==> src/rtl/sti_dac_banked.sv <==
// sti_dac_banked -- serial transmit interface with banked byte packer.
//
// Builds an 8/16/24/32-bit frame from pi_data, shifts it out MSB- or
// LSB-first on so_data/so_valid, and packs every transmitted byte into
// BANKS odd/even memory pairs. On pi_end the rest of the memory is
// zero-padded and oem_finish is raised (sticky until reset).
//
// Optional build macro: CHECKER_EN -- odd/even parity flips every
// ROW_BYTES bytes (checkerboard layout). Undefined: parity = k[0].
//
// Ports:
//   clk, reset          clock (rising edge), async active-high reset
//   load, pi_*          frame request and format controls, sampled on accept
//   pi_end              end of data, sampled in IDLE only (load wins)
//   ready               high in IDLE
//   so_data, so_valid   serial stream
//   oem_dataout/addr    byte and entry address for the memory write
//   odd_wr, even_wr     one-hot write strobes per bank pair
//   oem_finish          all CAP entries written
module sti_dac_banked #(
  parameter int PI_W      = 16,
  parameter int BANKS     = 4,
  parameter int DEPTH     = 32,
  parameter int ROW_BYTES = 8,
  localparam int ADDR_W   = $clog2(DEPTH)
) (
  input  logic              clk,
  input  logic              reset,
  input  logic              load,
  input  logic [PI_W-1:0]   pi_data,
  input  logic [1:0]        pi_length,
  input  logic              pi_fill,
  input  logic              pi_msb,
  input  logic              pi_low,
  input  logic              pi_end,
  output logic              ready,
  output logic              so_data,
  output logic              so_valid,
  output logic [7:0]        oem_dataout,
  output logic [ADDR_W-1:0] oem_addr,
  output logic [BANKS-1:0]  odd_wr,
  output logic [BANKS-1:0]  even_wr,
  output logic              oem_finish
);

  localparam int CAP = BANKS * 2 * DEPTH;
  localparam int KW  = $clog2(CAP) + 1;
  localparam int RB  = $clog2(ROW_BYTES);
`ifdef CHECKER_EN
  localparam bit CHK = 1'b1;
`else
  localparam bit CHK = 1'b0;
`endif

  typedef enum logic [1:0] {IDLE, SHIFT, PAD, DONE} state_t;

  state_t          state, state_nx;
  logic [31:0]     sreg;      // outgoing bit is always sreg[31]
  logic [4:0]      cnt;       // bit index within the frame
  logic [4:0]      len_m1;    // L-1 of the latched frame
  logic [6:0]      acc;       // first seven bits of the current byte
  logic [KW-1:0]   k;         // byte counter, saturates at CAP
  logic            phase;     // PAD: 0 = write slot, 1 = idle slot

  // frame formatting
  logic [5:0]      len;
  logic [31:0]     ext, frame, sreg_ld;

  always_comb begin
    len   = {1'b0, pi_length, 3'b000} + 6'd8;
    ext   = 32'(pi_data);
    frame = ext;
    if (len < 6'(PI_W))
      frame = pi_low ? (ext >> (6'(PI_W) - len)) : (ext & ((32'd1 << len) - 32'd1));
    else if (len > 6'(PI_W))
      frame = pi_fill ? (ext << (len - 6'(PI_W))) : ext;
    // Left-align for MSB-first; a full 32-bit reversal puts F[0] on top
    // for LSB-first, so both orders shift out of bit 31.
    sreg_ld = frame << (6'd32 - len);
    if (!pi_msb)
      for (int i = 0; i < 32; i++) sreg_ld[i] = frame[31-i];
  end

  // FSM
  logic at_cap;
  assign at_cap = (k == KW'(CAP));

  always_ff @(posedge clk or posedge reset)
    if (reset) state <= IDLE;
    else       state <= state_nx;

  always_comb begin
    state_nx = state;
    case (state)
      IDLE:  if (load) state_nx = SHIFT;
             else if (pi_end) state_nx = PAD;
      SHIFT: if (cnt == len_m1) state_nx = IDLE;
      PAD:   if (at_cap) state_nx = DONE;
      DONE:  state_nx = DONE;
      default: state_nx = IDLE;
    endcase
  end

  // write decode
  logic            byte_end, wr, par;
  logic [7:0]      wr_byte;
  logic [KW-1:0]   grp;
  logic [BANKS-1:0] sel;

  always_comb begin
    byte_end = (state == SHIFT) && (cnt[2:0] == 3'b111);
    wr       = !at_cap && (byte_end || (state == PAD && !phase));
    wr_byte  = byte_end ? {acc, sreg[31]} : 8'h00;
    par      = k[0] ^ (CHK & k[RB]);
    grp      = k >> (ADDR_W + 1);
    sel      = BANKS'(1) << grp;
  end

  always_ff @(posedge clk or posedge reset) begin
    if (reset) begin
      sreg        <= '0;
      cnt         <= '0;
      len_m1      <= '0;
      acc         <= '0;
      k           <= '0;
      phase       <= 1'b0;
      oem_dataout <= '0;
      oem_addr    <= '0;
      odd_wr      <= '0;
      even_wr     <= '0;
    end else begin
      odd_wr  <= '0;
      even_wr <= '0;
      phase   <= (state == PAD) ? ~phase : 1'b0;
      if (state == IDLE && load) begin
        sreg   <= sreg_ld;
        cnt    <= '0;
        len_m1 <= {pi_length, 3'b111};
      end else if (state == SHIFT) begin
        sreg <= {sreg[30:0], 1'b0};
        cnt  <= cnt + 5'd1;
        acc  <= {acc[5:0], sreg[31]};
      end
      if (wr) begin
        oem_dataout <= wr_byte;
        oem_addr    <= k[ADDR_W:1];
        odd_wr      <= par ? '0 : sel;
        even_wr     <= par ? sel : '0;
        k           <= k + KW'(1);
      end
    end
  end

  // ready is gated so every output reads 0 while reset is held
  assign ready      = (state == IDLE) && !reset;
  assign so_valid   = (state == SHIFT);
  assign so_data    = so_valid & sreg[31];
  assign oem_finish = (state == DONE);

endmodule

==> config.mk <==
export PLATFORM = sky130hd
export DESIGN_NAME = sti_dac_banked
export DESIGN_NICKNAME = d
export VERILOG_FILES = /design/src/rtl/sti_dac_banked.sv
export SDC_FILE = /design/constraint.sdc
export NUM_CORES = 1
export LEC_CHECK = 0
export CORE_MARGIN = 8
export CORE_UTILIZATION = 50
export CTS_BUF_LIST = sky130_fd_sc_hd__clkbuf_8
export DETAILED_ROUTE_END_ITERATION = 10
export GPL_ROUTABILITY_DRIVEN = 0
export PLACE_DENSITY = 0.68
export RECOVER_POWER = 25
export SYNTH_ARGS = -nofsm -noshare
export SYNTH_HDL_FRONTEND = slang
export SYNTH_SLANG_ARGS = --single-unit
export TNS_END_PERCENT = 1
==> constraint.sdc <==
create_clock -name clk -period 7 [get_ports clk]
set_clock_uncertainty 0.2 [all_clocks]
set_input_delay 1.4 -clock clk [delete_from_list [all_inputs] [get_ports clk]]
set_output_delay 1.4 -clock clk [all_outputs]
set_load 0.03 [all_outputs]
==> results.sh, run 1 <==
export IMPL_yosysSeqAreaShare_pct=40.8
export IMPL_synth_area_per_cell_um2=9.01
export IMPL_ys_seq_elements=80
export IMPL_grt_pass1_wl_um=22700
export IMPL_place_ws_ns=1.89
export IMPL_drt_iter0_drc=524
export IMPL_antenna_found_initial=0
export IMPL_powerDensity_mw_per_mm2=317
export IMPL_ant_nets=0
export IMPL_crit_type="reg -> out"
export IMPL_syn_nets=578
export IMPL_drive_gt1_share_pct=6.00
export IMPL_r2r_cells=6
export IMPL_cp_required_ns=5.40
export IMPL_violations="capacitance limit, slew limit"
export IMPL_synth_area_leaders="dfrtp_1 (41%), nand2_1 (6.6%), mux2i_1 (3.3%)"
export IMPL_worst_path_buf_inv=3
export IMPL_core_mm2=0.00964
export IMPL_crit_fanout=42
export IMPL_synth_edf_count=0
export IMPL_ys_flop_type="dfrtp_1"
export IMPL_n_fill_cell=916
export IMPL_htreeDepth=3
export IMPL_cp_top_family="buffers and inverters"
export IMPL_use_met1_pct=29.4
export IMPL_worst_slack_ns=1.30
export IMPL_die_y_um=115
export IMPL_end_kind="output port"
export IMPL_holdBufCountCts=0
export IMPL_clkLatencyLatePin_ns=0.35
export IMPL_busiest_layer="met2"
export IMPL_hold_slack_ns=0.244
export IMPL_num_io_pins=50
export IMPL_crit_path_start_kind="flop"
export IMPL_met3_usage_pct=5.04
export IMPL_syn_inst=545
export IMPL_hold_class="reg -> reg"
export IMPL_routed_wl_um=13800
export IMPL_path_cells="nand2b_1 > clkbuf_1 > inv_1 > and2_0 > clkdlybuf4s50_1"
export IMPL_antennaDiodeCount=0
export IMPL_drc=0
export IMPL_arrival_ns=4.10
export IMPL_hpwlAfterDp_um=9710
export IMPL_yosysTopAreaCell="dfrtp_1"
export IMPL_worstMarginPinSlew_ns=2.78
export IMPL_relSlewSlack_pct=-85.3
export IMPL_cts_buffer_depth=2
export IMPL_design_area_mm2=0.00554
export IMPL_die_area_mm2=0.0132
export IMPL_start_util_pct=50.9
export IMPL_placed_area_mm2=0.00538
export IMPL_setup_viol=0
export IMPL_hold_depth=1
export IMPL_yosysUniqueCellTypes=66
export IMPL_gr_usage_met2_pct=31.0
export IMPL_r2r_start="state[1]$_DFFE_PP0P_"
export IMPL_hold_end="phase$_DFF_PP0_"
export IMPL_yosysWarnings=0
export IMPL_placed_cells=684
export IMPL_path_clk_slew_ns=0.08
export IMPL_grt_overflow=0
export IMPL_die_w_um=115
export IMPL_r2r_end="oem_addr[0]$_DFFE_PP0P_"
export IMPL_rows=36
export IMPL_cts_root_buf="clkbuf_8"
export IMPL_slowest_delay_ns=1.01
export IMPL_synth_top_area_share_pct=40.8
export IMPL_multi_input_area_mm2=0.00265
export IMPL_final_hold_violation_count=0
export IMPL_postCtsSetupBuffers=0
export IMPL_crit_slowest_cell="inv_1"
export IMPL_cts_sinks=80
export IMPL_grt_max_degree=53
export IMPL_tns_ns=0
export IMPL_via_count=4581
export IMPL_syn_area_mm2=0.00491
export IMPL_irDropWorstVdd_uv=153
export IMPL_p_leak_nw=2.37
export IMPL_nNetsFinal=595
export IMPL_final_cells=700
export IMPL_port_buffers=49
export IMPL_fmax_mhz=176
export IMPL_cts_resized=0
export IMPL_wl_per_cell_um=19.7
export IMPL_reg2reg_slack_ns=2.54
export IMPL_drt_first_pass_iters=5
export IMPL_fin_crit_sh_pct=81.4
export IMPL_cts_tree="done"
export IMPL_status="complete, but fails checks"
export IMPL_cts_buffers=9
export IMPL_syn_to_final_growth_pct=12.9
export IMPL_finalCriticalPeriod_ns=5.70
export IMPL_rsz0062_at_grt="false"
export IMPL_grt_pass1_vias=4368
export IMPL_grt_usage_pct=21.5
export IMPL_async_flop_share_pct=100
export IMPL_hold_start="phase$_DFF_PP0_"
export IMPL_final_seq_area_mm2=0.00200
export IMPL_maxCapViolations=1
export IMPL_drv_slew=53
export IMPL_vias_per_cell=6.54
==> metal layers <==
layer  vias up  wire length [um]
met5         -                 0
met4         0               450
met3        54              1310
met2       254              5990
met1      2199              6070
li1       2074                 -
==> placed cells by master, fill, tap and decap left out, drive strengths merged, types with 5 or more instances in the layout <==
cell type and n:
ha 8, o21ai 25, a211oi 8, nand4 15
nand3 25, o22ai 5, o221ai 11, nor3 22
a21o 5, a21oi 28, and3 13, clkdlybuf4s50 46
nor2 20, and2 8, nand2 86, a22o 7
xnor2 10, mux2i 16, o211ai 5, dfrtp 80
inv 13, a22oi 16, a221oi 12, clkbuf 12
==> how the worst max path moves through the flow <==
stage,cells past startpoint,start,endpoint
final,5,state[1]$_DFFE_PP0P_,so_data
after floorplan,1,reset,acc[0]$_DFFE_PP0P_
after CTS,9,pi_length[0],sreg[24]$_DFFE_PP0P_
after global routing,5,state[1]$_DFFE_PP0P_,so_data
after detailed placement,9,pi_length[0],sreg[24]$_DFFE_PP0P_
after global placement,9,pi_length[0],sreg[24]$_DFFE_PP0P_
==> per-stage QoR <==
step	util (%)	power [mW]
after floorplan	-	1.23
after global placement	55.8	1.44
after detailed placement	55.8	1.46
after CTS	57.6	1.77
after global routing	57.5	1.88
final	57.5	1.76
==> power breakdown <==
part	switching, mW	internal [mW]
combinational	0.452	0.270
clock	0.171	0.137
sequential	0.123	0.606
==> layout make-up <==
cell class / instances / area share (%)
multi-input cells: 408 / 47.8
flip-flops and latches: 80 / 36.1
repair buffers: 53 / 9.26
well taps: 133 / 3.00
clock buffers: 10 / 2.48
inverters: 10 / 0.677
clock inverters: 6 / 0.655
==> flip-flops by register name, indices dropped and copies added (netlist names), 4 cells and up <==
register     flops
oem_addr         5
sreg            32
acc              7
odd_wr           4
oem_dataout      8
cnt              5
even_wr          4
k                9
==> worst reg2reg max path, cell delays in order (launching register included) <==
cell and delay (ns):
dfrtp_1 0.50, nand2b_1 0.14, clkbuf_1 0.97, inv_1 1.02
and2_0 0.65, o21ai_2 0.68, o21ai_0 0.15
==> cells by family (layout without fill, tap and decap cells) <==
logic type                 after synthesis  count (layout)  share of synthesized area (%)
DFF                                     80              80                           40.8
and+or+nand+nor                        212             212                           21.4
buffers and inverters                   57              79                           5.25
xor gates and xnor gates                14              14                           2.88
AOI/OAI and AO/OA                      155             155                           23.7
adders and majority gates                8               8                           2.04
muxes                                   19              19                           3.95
==> cell usage after synthesis (all sizes together) (10+ instances only) <==
cell	instances
nor2	20
clkbuf	29
nor3	22
dfrtp	80
nand4	15
and3	13
a221oi	12
a21oi	28
nand3	25
inv	10
buf	18
nand2	86
xnor2	10
o221ai	11
a22oi	16
mux2i	16
o21ai	25
No activity file was read; power rests on OpenSTA's default activity.
==> run 2: changes to the inputs <==
==> constraint.sdc (replaced) <==
create_clock -name clk -period 5.57 [get_ports clk]
set_clock_uncertainty 0.2 [all_clocks]
set_input_delay 1.114 -clock clk [delete_from_list [all_inputs] [get_ports clk]]
set_output_delay 1.114 -clock clk [all_outputs]
set_load 0.03 [all_outputs]
==> run 2 against run 1 <==
Net effect:
- the flow still finishes with violations (capacitance limit, slew limit)
- cell area up 1.7%
- cell count is 0.71% higher
- hold slack worse by 0.0024 ns
- wire length up 3.8%
- total power is 33% higher
- sequential power increased by 26%
- non-clock buffer count grew 5
- first-iteration DRC count increased by 10%
- utilization grew 0.96 points
- register-to-register slack better by 0.06 ns
- largest cell class unchanged
- largest power group is now combinational logic
==> results.sh, run 2 (synthesized netlist as in run 1, its figures left out) <==
export IMPL_hold_depth=1
export IMPL_grt_usage_pct=21.9
export IMPL_design_area_mm2=0.00563
export IMPL_die_w_um=115
export IMPL_top_register="sreg"
export IMPL_arrival_ns=4.02
export IMPL_rows=36
export IMPL_wl_per_cell_um=20.3
export IMPL_rsz0062_at_grt="false"
export IMPL_die_y_um=115
export IMPL_tns_ns=0
export IMPL_r2r_start="state[1]$_DFFE_PP0P_"
export IMPL_drv_slew=47
export IMPL_p_leak_nw=2.42
export IMPL_grt_max_degree=47
export IMPL_fin_crit_sh_pct=70.7
export IMPL_vias_per_cell=6.59
export IMPL_drive_gt1_share_pct=7.69
export IMPL_crit_fanout=20
export IMPL_start_util_pct=50.9
export IMPL_crit_path_start_kind="primary input"
export IMPL_drt_first_pass_iters=6
export IMPL_htreeDepth=3
export IMPL_cts_root_buf="clkbuf_8"
export IMPL_worstMarginPinSlew_ns=1.68
export IMPL_drt_iter0_drc=578
export IMPL_layout_common_cells="nand2_1 (86), dfrtp_1 (80), clkdlybuf4s50_1 (47)"
export IMPL_clkLatencyLatePin_ns=0.35
export IMPL_reg2reg_slack_ns=2.60
export IMPL_status="complete, but fails checks"
export IMPL_grt_overflow=0
export IMPL_crit_type="in -> reg"
export IMPL_antenna_found_initial=0
export IMPL_cp_top_family="simple AND/OR/NAND/NOR gates"
export IMPL_grt_pass1_vias=4382
export IMPL_fmax_mhz=254
export IMPL_final_hold_violation_count=0
export IMPL_final_common_cell="nand2_1"
export IMPL_holdBufCountCts=0
export IMPL_r2r_end="sreg[31]$_DFFE_PP0P_"
export IMPL_largest_register_ffs=32
export IMPL_worst_path_buf_inv=2
export IMPL_hpwlAfterDp_um=10000
export IMPL_crit_slowest_cell="nor2b_1"
export IMPL_num_io_pins=50
export IMPL_cts_buffers=9
export IMPL_port_buffers=49
export IMPL_top_regs="sreg (32), k (9), oem_dataout (8)"
export IMPL_cts_sinks=80
export IMPL_r2r_cells=6
export IMPL_relSlewSlack_pct=-12.3
export IMPL_drc=0
export IMPL_end_kind="flop"
export IMPL_routed_wl_um=14300
export IMPL_via_count=4643
export IMPL_path_cells="clkdlybuf4s50_1 > inv_1 > ha_1 > nor2b_1 > a22o_1 > a21oi_1 > a311o_1 > nand3_1"
export IMPL_cts_buffer_depth=2
export IMPL_cts_resized=0
export IMPL_syn_to_final_growth_pct=14.8
export IMPL_placed_area_mm2=0.00541
export IMPL_die_area_mm2=0.0132
export IMPL_setup_viol=0
export IMPL_path_clk_slew_ns=0.09
export IMPL_cts_tree="done"
export IMPL_cp_required_ns=5.65
export IMPL_maxCapViolations=1
export IMPL_finalCriticalPeriod_ns=3.94
export IMPL_slowest_delay_ns=0.87
export IMPL_hold_start="phase$_DFF_PP0_"
export IMPL_powerDensity_mw_per_mm2=416
export IMPL_cp_num_cells=8
export IMPL_core_mm2=0.00964
export IMPL_hold_end="phase$_DFF_PP0_"
export IMPL_grt_pass1_wl_um=23000
export IMPL_ant_nets=0
export IMPL_violations="capacitance limit, slew limit"
export IMPL_postCtsSetupBuffers=0
export IMPL_nNetsFinal=600
export IMPL_antennaDiodeCount=0
export IMPL_irDropWorstVdd_uv=259
export IMPL_hold_class="reg -> reg"
[run 2: final cells by class]
| type | instances | area (um2) |
|---|---|---|
| clock buffer | 9 | 124 |
| inverter | 10 | 37.5 |
| timing repair buffer | 58 | 554 |
| sequential | 80 | 2000 |
| fill | 917 | 4010 |
| multi-input combinational | 408 | 2650 |
| clock inverter | 7 | 100 |
| tap | 133 | 166 |
[run 2: through the flow]
stage	hold slack (ns)	setup WS (ns)	util [%]	std cells	power (mW)
floorplan	0.216	2.20	-	545	1.55
global placement	0.226	1.39	56.2	689	1.84
detailed placement	0.233	1.31	56.2	689	1.86
CTS	0.245	1.69	58.5	705	2.35
global route	0.266	1.53	58.5	705	2.49
finish	0.242	1.63	58.5	705	2.34
[run 2: worst max-delay path by stage]
stage | start | to | slack, ns
floorplan | reset | acc[0]$_DFFE_PP0P_ | 2.20
detailed placement | pi_length[0] | sreg[12]$_DFFE_PP0P_ | 1.31
global placement | pi_length[0] | sreg[30]$_DFFE_PP0P_ | 1.39
CTS | pi_length[0] | sreg[12]$_DFFE_PP0P_ | 1.69
global route | pi_length[0] | sreg[30]$_DFFE_PP0P_ | 1.53
finish | pi_length[0] | sreg[12]$_DFFE_PP0P_ | 1.63
[run 2: per-layer routing]
layer / routed length (um) / track usage, %
met1: 6170 / 28.9
met2: 6390 / 32.5
met3: 1300 / 5.46
met4: 478 / 11.3
met5: 0 / 0
[run 2: worst register-to-register path, stage by stage, from the launching register on]
cell,delay [ns]
dfrtp_1,0.50
nand2b_1,0.18
clkbuf_1,1.01
nand2_1,0.37
o22ai_1,0.34
or3_1,0.16
o22ai_1,0.08
[run 2: report_power, final]
group / switching, mW / internal [mW]
Clock: 0.226 / 0.257
Sequential: 0.158 / 0.761
Combinational: 0.592 / 0.349
==> run 3: changes to the inputs <==
==> constraint.sdc (replaced) <==
create_clock -name clk -period 3.84 [get_ports clk]
set_clock_uncertainty 0.2 [all_clocks]
set_input_delay 0.768 -clock clk [delete_from_list [all_inputs] [get_ports clk]]
set_output_delay 0.768 -clock clk [all_outputs]
set_load 0.03 [all_outputs]
==> run 3 against run 2 <==
Net effect:
- sequential power rose by 46%
- critical path depth unchanged
- critical path type unchanged
- hold slack better by 0.0088 ns
- highest routed layer unchanged
- flip-flop and latch count stayed put
- cell area increased by 1.2%
- total power is 44% higher
- critical endpoint is now sreg[17]$_DFFE_PP0P_
- die area is the same
- via count fell by 0.84%
- largest power group unchanged
- the flow now finishes without violations
- register-to-register slack got worse by 1.7 ns
- combinational power increased by 46%
- clock power rose by 37%
- utilization rose by 0.70 points
==> results.sh, run 3 (synthesized netlist as in run 1, its figures left out) <==
export IMPL_num_io_pins=50
export IMPL_crit_fanout=10
export IMPL_nNetsFinal=611
export IMPL_htreeDepth=3
export IMPL_crit_type="in -> reg"
export IMPL_layout_common_cells="nand2_1 (86), dfrtp_1 (80), clkdlybuf4s50_1 (47)"
export IMPL_cp_required_ns=3.89
export IMPL_grt_usage_pct=22.1
export IMPL_fin_crit_sh_pct=84.3
export IMPL_start_util_pct=50.9
export IMPL_met1_length_um=5980
export IMPL_cts_buffers=9
export IMPL_cts_buffer_depth=2
export IMPL_slowest_delay_ns=0.53
export IMPL_maxCapViolations=0
export IMPL_route_met2_wl_um=6340
export IMPL_hold_class="reg -> reg"
export IMPL_wl_per_cell_um=20.0
export IMPL_port_buffers=49
export IMPL_powerDensity_mw_per_mm2=592
export IMPL_drc=0
export IMPL_rows=36
export IMPL_cts_tree="done"
export IMPL_irDropWorstVdd_uv=367
export IMPL_hpwlAfterDp_um=10200
export IMPL_antenna_found_initial=0
export IMPL_final_hold_violation_count=0
export IMPL_worst_path_buf_inv=2
export IMPL_end_kind="flop"
export IMPL_top_regs="sreg (32), k (9), oem_dataout (8)"
export IMPL_die_w_um=115
export IMPL_total_power_mw=3.37
export IMPL_setup_viol=0
export IMPL_p_leak_nw=2.47
export IMPL_cp_top_family="buffers and inverters"
export IMPL_grt_max_degree=40
export IMPL_cts_root_buf="clkbuf_8"
export IMPL_syn_to_final_growth_pct=16.1
export IMPL_dr_wl_met3_um=1350
export IMPL_rsz0062_at_grt="false"
export IMPL_vias_per_cell=6.43
export IMPL_grt_pass1_vias=4541
export IMPL_via_count=4604
export IMPL_cts_sinks=80
export IMPL_clkLatencyLatePin_ns=0.36
export IMPL_fmax_mhz=309
export IMPL_drv_slew=0
export IMPL_worstMarginPinSlew_ns=1.36
export IMPL_path_cells="clkdlybuf4s50_1 > inv_1 > ha_1 > xor2_1 > nor3_4 > a21o_1 > nand2_1 > a222oi_1"
export IMPL_relSlewSlack_pct=9.12
export IMPL_ant_nets=0
export IMPL_drive_gt1_share_pct=9.26
export IMPL_drt_first_pass_iters=7
export IMPL_tns_ns=0
export IMPL_finalCriticalPeriod_ns=3.24
export IMPL_crit_slowest_cell="clkdlybuf4s50_1"
export IMPL_grt_pass1_wl_um=23000
export IMPL_routed_wl_um=14400
export IMPL_antennaDiodeCount=0
export IMPL_cts_resized=0
export IMPL_path_clk_slew_ns=0.08
export IMPL_largest_register_ffs=32
export IMPL_holdBufCountCts=0
export IMPL_grt_overflow=0
export IMPL_drt_iter0_drc=698
export IMPL_top_register="sreg"
export IMPL_postCtsSetupBuffers=0
export IMPL_final_common_cell="nand2_1"
export IMPL_core_mm2=0.00964
export IMPL_top_layer="met4"
export IMPL_die_area_mm2=0.0132
export IMPL_crit_path_start_kind="primary input"
export IMPL_arrival_ns=3.29
export IMPL_status="finished, final reports clean"
export IMPL_die_y_um=115
run 3: path summary, 6_finish.rpt:
kind	startpoint	end	slack (ns)	cells after the start
max	pi_length[0]	sreg[17]$_DFFE_PP0P_	0.60	8
min	phase$_DFF_PP0_	phase$_DFF_PP0_	0.25	1
max reg2reg	state[1]$_DFFE_PP0P_	sreg[31]$_DFFE_PP0P_	0.86	6
min reg2reg	phase$_DFF_PP0_	phase$_DFF_PP0_	0.25	1
max in group asynchronous	reset	sreg[26]$_DFFE_PP0P_	1.39	3
min in group asynchronous	reset	acc[1]$_DFFE_PP0P_	1.04	2
run 3: area by class of cell:
cell class              instances  area [um2]
multi-input cells             408        2650
flip-flops and latches         80        2000
repair buffers                 69         633
clock inverters                 5        61.3
inverters                      10        37.5
fillers                       919        3940
clock buffers                  11         151
well taps                     133         166
run 3: metrics by stage:
| stage | cells | hold slack [ns] | utilization [%] | worst slack (ns) | instance area [um2] |
|---|---|---|---|---|---|
| detailed placement | 700 | 0.239 | 57.0 | 0.222 | 5500 |
| finish | 716 | 0.250 | 59.2 | 0.601 | 5700 |
| global placement | 700 | 0.229 | 57.0 | 0.324 | 5500 |
| CTS | 716 | 0.251 | 59.2 | 0.628 | 5710 |
| global route | 716 | 0.273 | 59.2 | 0.487 | 5700 |
| floorplan | 545 | 0.216 | - | 0.820 | 4910 |
run 3: worst reg2reg max path, delay by kind of cell (launching register included):
kind                   cells  cell delay, ns
buffers and inverters      1            1.01
and+or+nand+nor            3            0.72
DFF                        1            0.50
AOI/OAI and AO/OA          2            0.42
run 3: routing by layer:
layer / global-route usage [%] / vias to the layer above
li1: - / 2112
met1: 28.3 / 2145
met2: 32.7 / 281
met3: 5.30 / 66
met4: 14.6 / 0
met5: 0 / -
run 3: power by group:
| part | switching, mW | internal (mW) |
|---|---|---|
| clock network | 0.322 | 0.341 |
| registers | 0.239 | 1.10 |
| logic | 0.843 | 0.524 |
